===== src/rtl/uart_baud_gen_frac.sv =====
// Fractional UART baud generator: oversample, bit-centre and bit-end ticks from a runtime divisor.
// Define UART_BAUD_FRAC_EN to enable the fractional accumulator; otherwise the period is div_int.
module uart_baud_gen_frac #(
  parameter int unsigned DIV_WIDTH    = 16,
  parameter int unsigned FRAC_WIDTH   = 4,
  parameter int unsigned OVERSAMPLE   = 16,
  parameter int unsigned DEF_DIV_INT  = 27,
  parameter int unsigned DEF_DIV_FRAC = 2
) (
  input  logic                  clock,
  input  logic                  reset,
  input  logic                  enable,
  input  logic                  sync,
  input  logic                  div_load,
  input  logic [DIV_WIDTH-1:0]  div_int_in,
  input  logic [FRAC_WIDTH-1:0] div_frac_in,
  output logic                  os_tick,
  output logic                  mid_tick,
  output logic                  baud_tick,
  output logic                  cfg_err
);

  localparam int unsigned OsW = (OVERSAMPLE > 2) ? $clog2(OVERSAMPLE) : 1;
  localparam logic [OsW-1:0] OsLast = OsW'(OVERSAMPLE - 1);
  localparam logic [OsW-1:0] OsMid  = OsW'(OVERSAMPLE / 2 - 1);

  logic [DIV_WIDTH-1:0] cnt_q;
  logic [DIV_WIDTH-1:0] div_int_q;
  logic [DIV_WIDTH-1:0] shd_int_q;
  logic [OsW-1:0]       os_cnt_q;
  logic                 pending_q;
  logic [DIV_WIDTH-1:0] period_m1;
  logic                 load_ok;
  logic                 wrap;

  assign load_ok = div_load && (div_int_in > DIV_WIDTH'(1));

`ifdef UART_BAUD_FRAC_EN
  logic [FRAC_WIDTH-1:0] acc_q;
  logic [FRAC_WIDTH-1:0] div_frac_q;
  logic [FRAC_WIDTH-1:0] shd_frac_q;
  logic                  ext_q;
  logic [FRAC_WIDTH:0]   acc_sum;

  assign acc_sum   = {1'b0, acc_q} + {1'b0, div_frac_q};
  // div_int >= 2, so div_int - 1 + ext always fits in DIV_WIDTH bits
  assign period_m1 = div_int_q - DIV_WIDTH'(1) + DIV_WIDTH'(ext_q);
`else
  logic unused_frac;

  assign unused_frac = (^div_frac_in) ^ (DEF_DIV_FRAC != 0);
  assign period_m1   = div_int_q - DIV_WIDTH'(1);
`endif

  // Last enabled cycle of the current period; the registered tick appears on this edge.
  assign wrap = enable && (cnt_q == period_m1);

  always_ff @(posedge clock) begin
    if (reset) begin
      cnt_q     <= '0;
      os_cnt_q  <= '0;
      div_int_q <= DIV_WIDTH'(DEF_DIV_INT);
      shd_int_q <= DIV_WIDTH'(DEF_DIV_INT);
      pending_q <= 1'b0;
      cfg_err   <= 1'b0;
      os_tick   <= 1'b0;
      mid_tick  <= 1'b0;
      baud_tick <= 1'b0;
`ifdef UART_BAUD_FRAC_EN
      acc_q      <= '0;
      ext_q      <= 1'b0;
      div_frac_q <= FRAC_WIDTH'(DEF_DIV_FRAC);
      shd_frac_q <= FRAC_WIDTH'(DEF_DIV_FRAC);
`endif
    end else begin
      if (div_load) begin
        cfg_err <= ~load_ok;
      end

      if (sync) begin
        cnt_q     <= '0;
        os_cnt_q  <= '0;
        os_tick   <= 1'b0;
        mid_tick  <= 1'b0;
        baud_tick <= 1'b0;
`ifdef UART_BAUD_FRAC_EN
        acc_q <= '0;
        ext_q <= 1'b0;
`endif
        if (load_ok) begin
          div_int_q <= div_int_in;
          shd_int_q <= div_int_in;
          pending_q <= 1'b0;
`ifdef UART_BAUD_FRAC_EN
          div_frac_q <= div_frac_in;
          shd_frac_q <= div_frac_in;
`endif
        end else if (pending_q) begin
          div_int_q <= shd_int_q;
          pending_q <= 1'b0;
`ifdef UART_BAUD_FRAC_EN
          div_frac_q <= shd_frac_q;
`endif
        end
      end else begin
        os_tick   <= wrap;
        mid_tick  <= wrap && (os_cnt_q == OsMid);
        baud_tick <= wrap && (os_cnt_q == OsLast);

        if (enable) begin
          cnt_q <= wrap ? '0 : cnt_q + DIV_WIDTH'(1);
        end

        if (wrap) begin
          os_cnt_q <= (os_cnt_q == OsLast) ? '0 : os_cnt_q + OsW'(1);
`ifdef UART_BAUD_FRAC_EN
          {ext_q, acc_q} <= acc_sum;
`endif
          if (pending_q) begin
            div_int_q <= shd_int_q;
            pending_q <= 1'b0;
`ifdef UART_BAUD_FRAC_EN
            div_frac_q <= shd_frac_q;
`endif
          end
        end

        // A load coinciding with an apply lands in the shadow after the old value moved out.
        if (load_ok) begin
          shd_int_q <= div_int_in;
          pending_q <= 1'b1;
`ifdef UART_BAUD_FRAC_EN
          shd_frac_q <= div_frac_in;
`endif
        end
      end
    end
  end

endmodule

===== config.mk =====
export PLATFORM = sky130hd
export DESIGN_NAME = uart_baud_gen_frac
export DESIGN_NICKNAME = d
export VERILOG_FILES = /design/src/rtl/uart_baud_gen_frac.sv
export SDC_FILE = /design/constraint.sdc
export NUM_CORES = 1
export LEC_CHECK = 0
export BUFFER_PORTS_ARGS = -buffer_cell sky130_fd_sc_hd__clkbuf_2
export CAP_MARGIN = 15
export CORE_MARGIN = 10
export CORE_UTILIZATION = 55
export CTS_CLUSTER_SIZE = 12
export DETAILED_ROUTE_END_ITERATION = 16
export GPL_TIMING_DRIVEN = 0
export PLACE_DENSITY_LB_ADDON = 0.25
export SKIP_LAST_GASP = 1
export SYNTH_ARGS = -nofsm -noshare
export SYNTH_HDL_FRONTEND = slang
export SYNTH_SLANG_ARGS = --single-unit

===== constraint.sdc =====
create_clock -name clock -period 3.9 [get_ports clock]
set_input_delay 0 -clock clock [delete_from_list [all_inputs] [get_ports clock]]
set_output_delay 0 -clock clock [all_outputs]
set_load 0.02 [all_outputs]

==> flow_summary.ini <==
[worst_setup_path]
worstRegToRegCells = 9
timing.critical_path.to_type = register
criticalPathCategory = reg -> reg
crit_path_start_kind = register
crit_fanout = 9
reg2reg_setup_slack_ns = 0.69
r2r_end = div_int_q[0]
required_ns = 4.12
arrival_ns = 3.44
regToRegStartpoint = div_int_q[0]
source_of_the_critical_timing_path = div_int_q[0]

[hold_path]
min_to = shd_int_q[4]
timing.hold.worst_path_depth = 4
worstHoldPathType = in -> reg
hold_path_startpoint = div_int_in[4]

[grt]
vias_in_the_first_global_route = 2871
grt_first_pass_wirelength_microns = 13600
grt_start_max_net_pins = 11
grt_antenna_before_repair = 0
grt_util_all_layers_pct = 18.6
gr-total-overflow = 0

[pwr]
totalPowerFinal_mw = 1.30
power_frac_seq_pct = 48.0
power_switching_mw = 0.346
power_frac_comb_pct = 13.1
power_report.internal_total_mw = 0.954
pwr_density_nw_per_um2 = 351
leakage_nw = 1.37
power.switching_fraction_pct = 26.6
proportion_of_power_drawn_by_the_clock_network_pct = 38.9
power.ir.vdd_worst_uv = 242

[finish]
layout-area-overhead-vs-synth_pct = 16.9
finish.net_count = 468
postLayoutCoreUtil_pct = 66.8
layout-drive-gt1-share_pct = 14.6
antenna_cells_inserted = 0

[routing]
ant_nets = 0
routed-via-count = 2912
drtPass1Iterations = 4
drt_drc_violations_left = 0
wl_per_cell_microns = 15.2
drt-initial-drc-count = 153
vias_per_cell = 5.64
drt-total-wl_microns = 7840

[run]
max_cap_viol_count = 0

[clock_network]
worst_setup_hold_path_clk_slew_ns = 0.07
tritoncts_num_sinks = 57
clk_root_buffer_cell = clkbuf_8
cts.repair_timing.setup_buffer_count = 0
tritoncts.num_buffers = 9
hold_buffer_count_at_cts = 15
cts-root-to-sink-buffers = 2
worst_skew_pair_latency_ns = 0.34
cts.htree.levels = 3
cts_tree = done
postCtsResizedCells = 0

[sta]
maxSlewHeadroom_pct = 47.7
rsz0062_at_grt = false
setup_viol = 0
fin_worst_hold_slack_ns = 0.00505
worst_slack_ns = 0.689
finalMaxSlewViolations = 0
clock_skew_ns = 0.00593
timing.fmax_mhz = 311
period_share_pct = 82.3
worst-slew-pin-transition_ns = 0.778
hold_viol = 0
post-route-min-period_ns = 3.21
setup_tns_ns = 0

[placement]
pre_cts_ws_ns = 0.691
count_of_input_and_output_buffers = 23
detailed_placement_wirelength_estimate_microns = 5690
gpl.final_weighted_congestion = 0.845

[logic_synthesis]
async_reset_ff_share_pct = 0
syn_inst = 391
synth_fp_nets = 419
synth.avg_cell_area_sq_um = 8.10
yosysSeqAreaShare_pct = 36.0
ys_warn_count = 0
post_synth_edffs = 0
synth_seq_cells = 57
yosys_most_used_dff = dfxtp_1
distinct_cell_type_count_of_the_synthesized_netlist = 50
total_standard_cell_area_after_synthesis_sq_um = 3170

[floorplan]
die_y_microns = 95.9
die_area_sq_um = 9200
std_cell_rows = 27
i_o_pin_total = 29
initial_utilization_pct = 57.2
dieWidth_microns = 95.9
placeableCoreArea_sq_um = 5540

[outcome]
run_status = completed
==> synth_stat cells (3+ instances only) <==
library cell	instances	area share, %
a211o_1	7	1.9
a21oi_1	36	5.7
a21oi_2	9	2.5
buf_2	3	0.47
buf_4	3	0.71
clkbuf_1	19	2.3
dfxtp_1	57	36
ha_1	3	1.2
inv_1	9	1.1
mux2i_1	20	6.3
nand2_1	37	4.4
nand3_1	20	3.2
nand3b_1	3	0.71
nand4_1	10	2.0
nor2_1	44	5.2
nor2b_1	3	0.59
nor3_1	11	1.7
nor4_1	8	1.6
nor4b_1	3	0.83
o21ai_0	11	1.7
o21ai_1	7	1.1
xnor2_1	18	5.0
xor2_1	16	4.4
==> power groups by stage <==
stage,Combinational [mW],Clock (mW),Sequential [mW]
floorplan,0.114,0,0.631
global placement,0.152,0,0.635
global route,0.190,0.540,0.627
CTS,0.168,0.512,0.624
detailed placement,0.155,0,0.636
finish,0.170,0.505,0.624
==> flip-flops by register name, summed over array words and instances, names as in the netlist <==
name,flops
baud_tick,1
cfg_err,1
cnt_q,16
div_int_q,16
mid_tick,1
os_cnt_q,4
os_tick,1
pending_q,1
shd_int_q,16
==> cells by family after synthesis <==
logic type	Yosys count	synth area share (%)
buf+inv	38	5.45
simple gates	158	24.8
mux	20	6.32
flops	57	36.0
xor+xnor	34	9.40
fa+ha+maj	3	1.18
compound gates	81	16.8
==> area by class of cell <==
cell class	instances	area [sq um]
Clock buffer	12	165
Fill cell	488	1840
Tap cell	72	90.1
Clock inverter	3	15.0
Buffer	28	135
Sequential cell	57	1140
Multi-Input combinational cell	296	1850
Inverter	10	37.5
Timing Repair Buffer	38	265
==> critical path: stages (launching register included) <==
cell and delay [ns]:
dfxtp_1 0.35, inv_1 0.09, ha_1 0.21, nor3b_1 0.63, a21oi_1 0.15, nor4_1 0.32
nand4_1 0.24, a2111oi_4 0.66, nor2_2 0.11, a211o_1 0.32
==> per-stage QoR <==
stage / instance area [sq um] / std cells
after floorplan: 3170 / 391
after global placement: 3370 / 486
after detailed placement: 3370 / 486
after CTS: 3700 / 516
after global routing: 3700 / 516
final: 3700 / 516
==> cells in the final DEF, fill, tap and decap left out, types with 8 or more instances in the layout <==
master         synthesis  routed
clkbuf_2               0      23
a21oi_2                9       9
nand3_1               20      20
a21oi_1               36      36
o21ai_0               11      11
nor2_1                44      44
mux2i_1               20      20
clkbuf_8               0      12
nand2_1               37      37
nor4_1                 8       8
dlygate4sd3_1          0      15
inv_1                  9       9
nor3_1                11      11
xnor2_1               18      18
clkbuf_1              19      19
dfxtp_1               57      57
nand4_1               10      10
xor2_1                16      16
==> how the worst max path moves through the flow <==
stage               depth (start not counted)  slack (ns)      endpoint
floorplan                                   8        1.08  div_int_q[0]
global placement                            9        0.76  div_int_q[4]
detailed placement                          9        0.69  div_int_q[0]
CTS                                         9        0.67  div_int_q[0]
global route                                9        0.38  div_int_q[0]
finish                                      9        0.69  div_int_q[0]
==> metal layers <==
layer	part of all wire, %	vias to the layer above	wire length (microns)	track usage, %
li1	-	1472	-	-
met1	45	1347	3500	22.7
met2	48	73	3730	30.0
met3	4.8	20	380	4.98
met4	2.9	0	225	8.72
met5	0	-	0	0
Note: power is estimated with default switching activity, not from simulation.
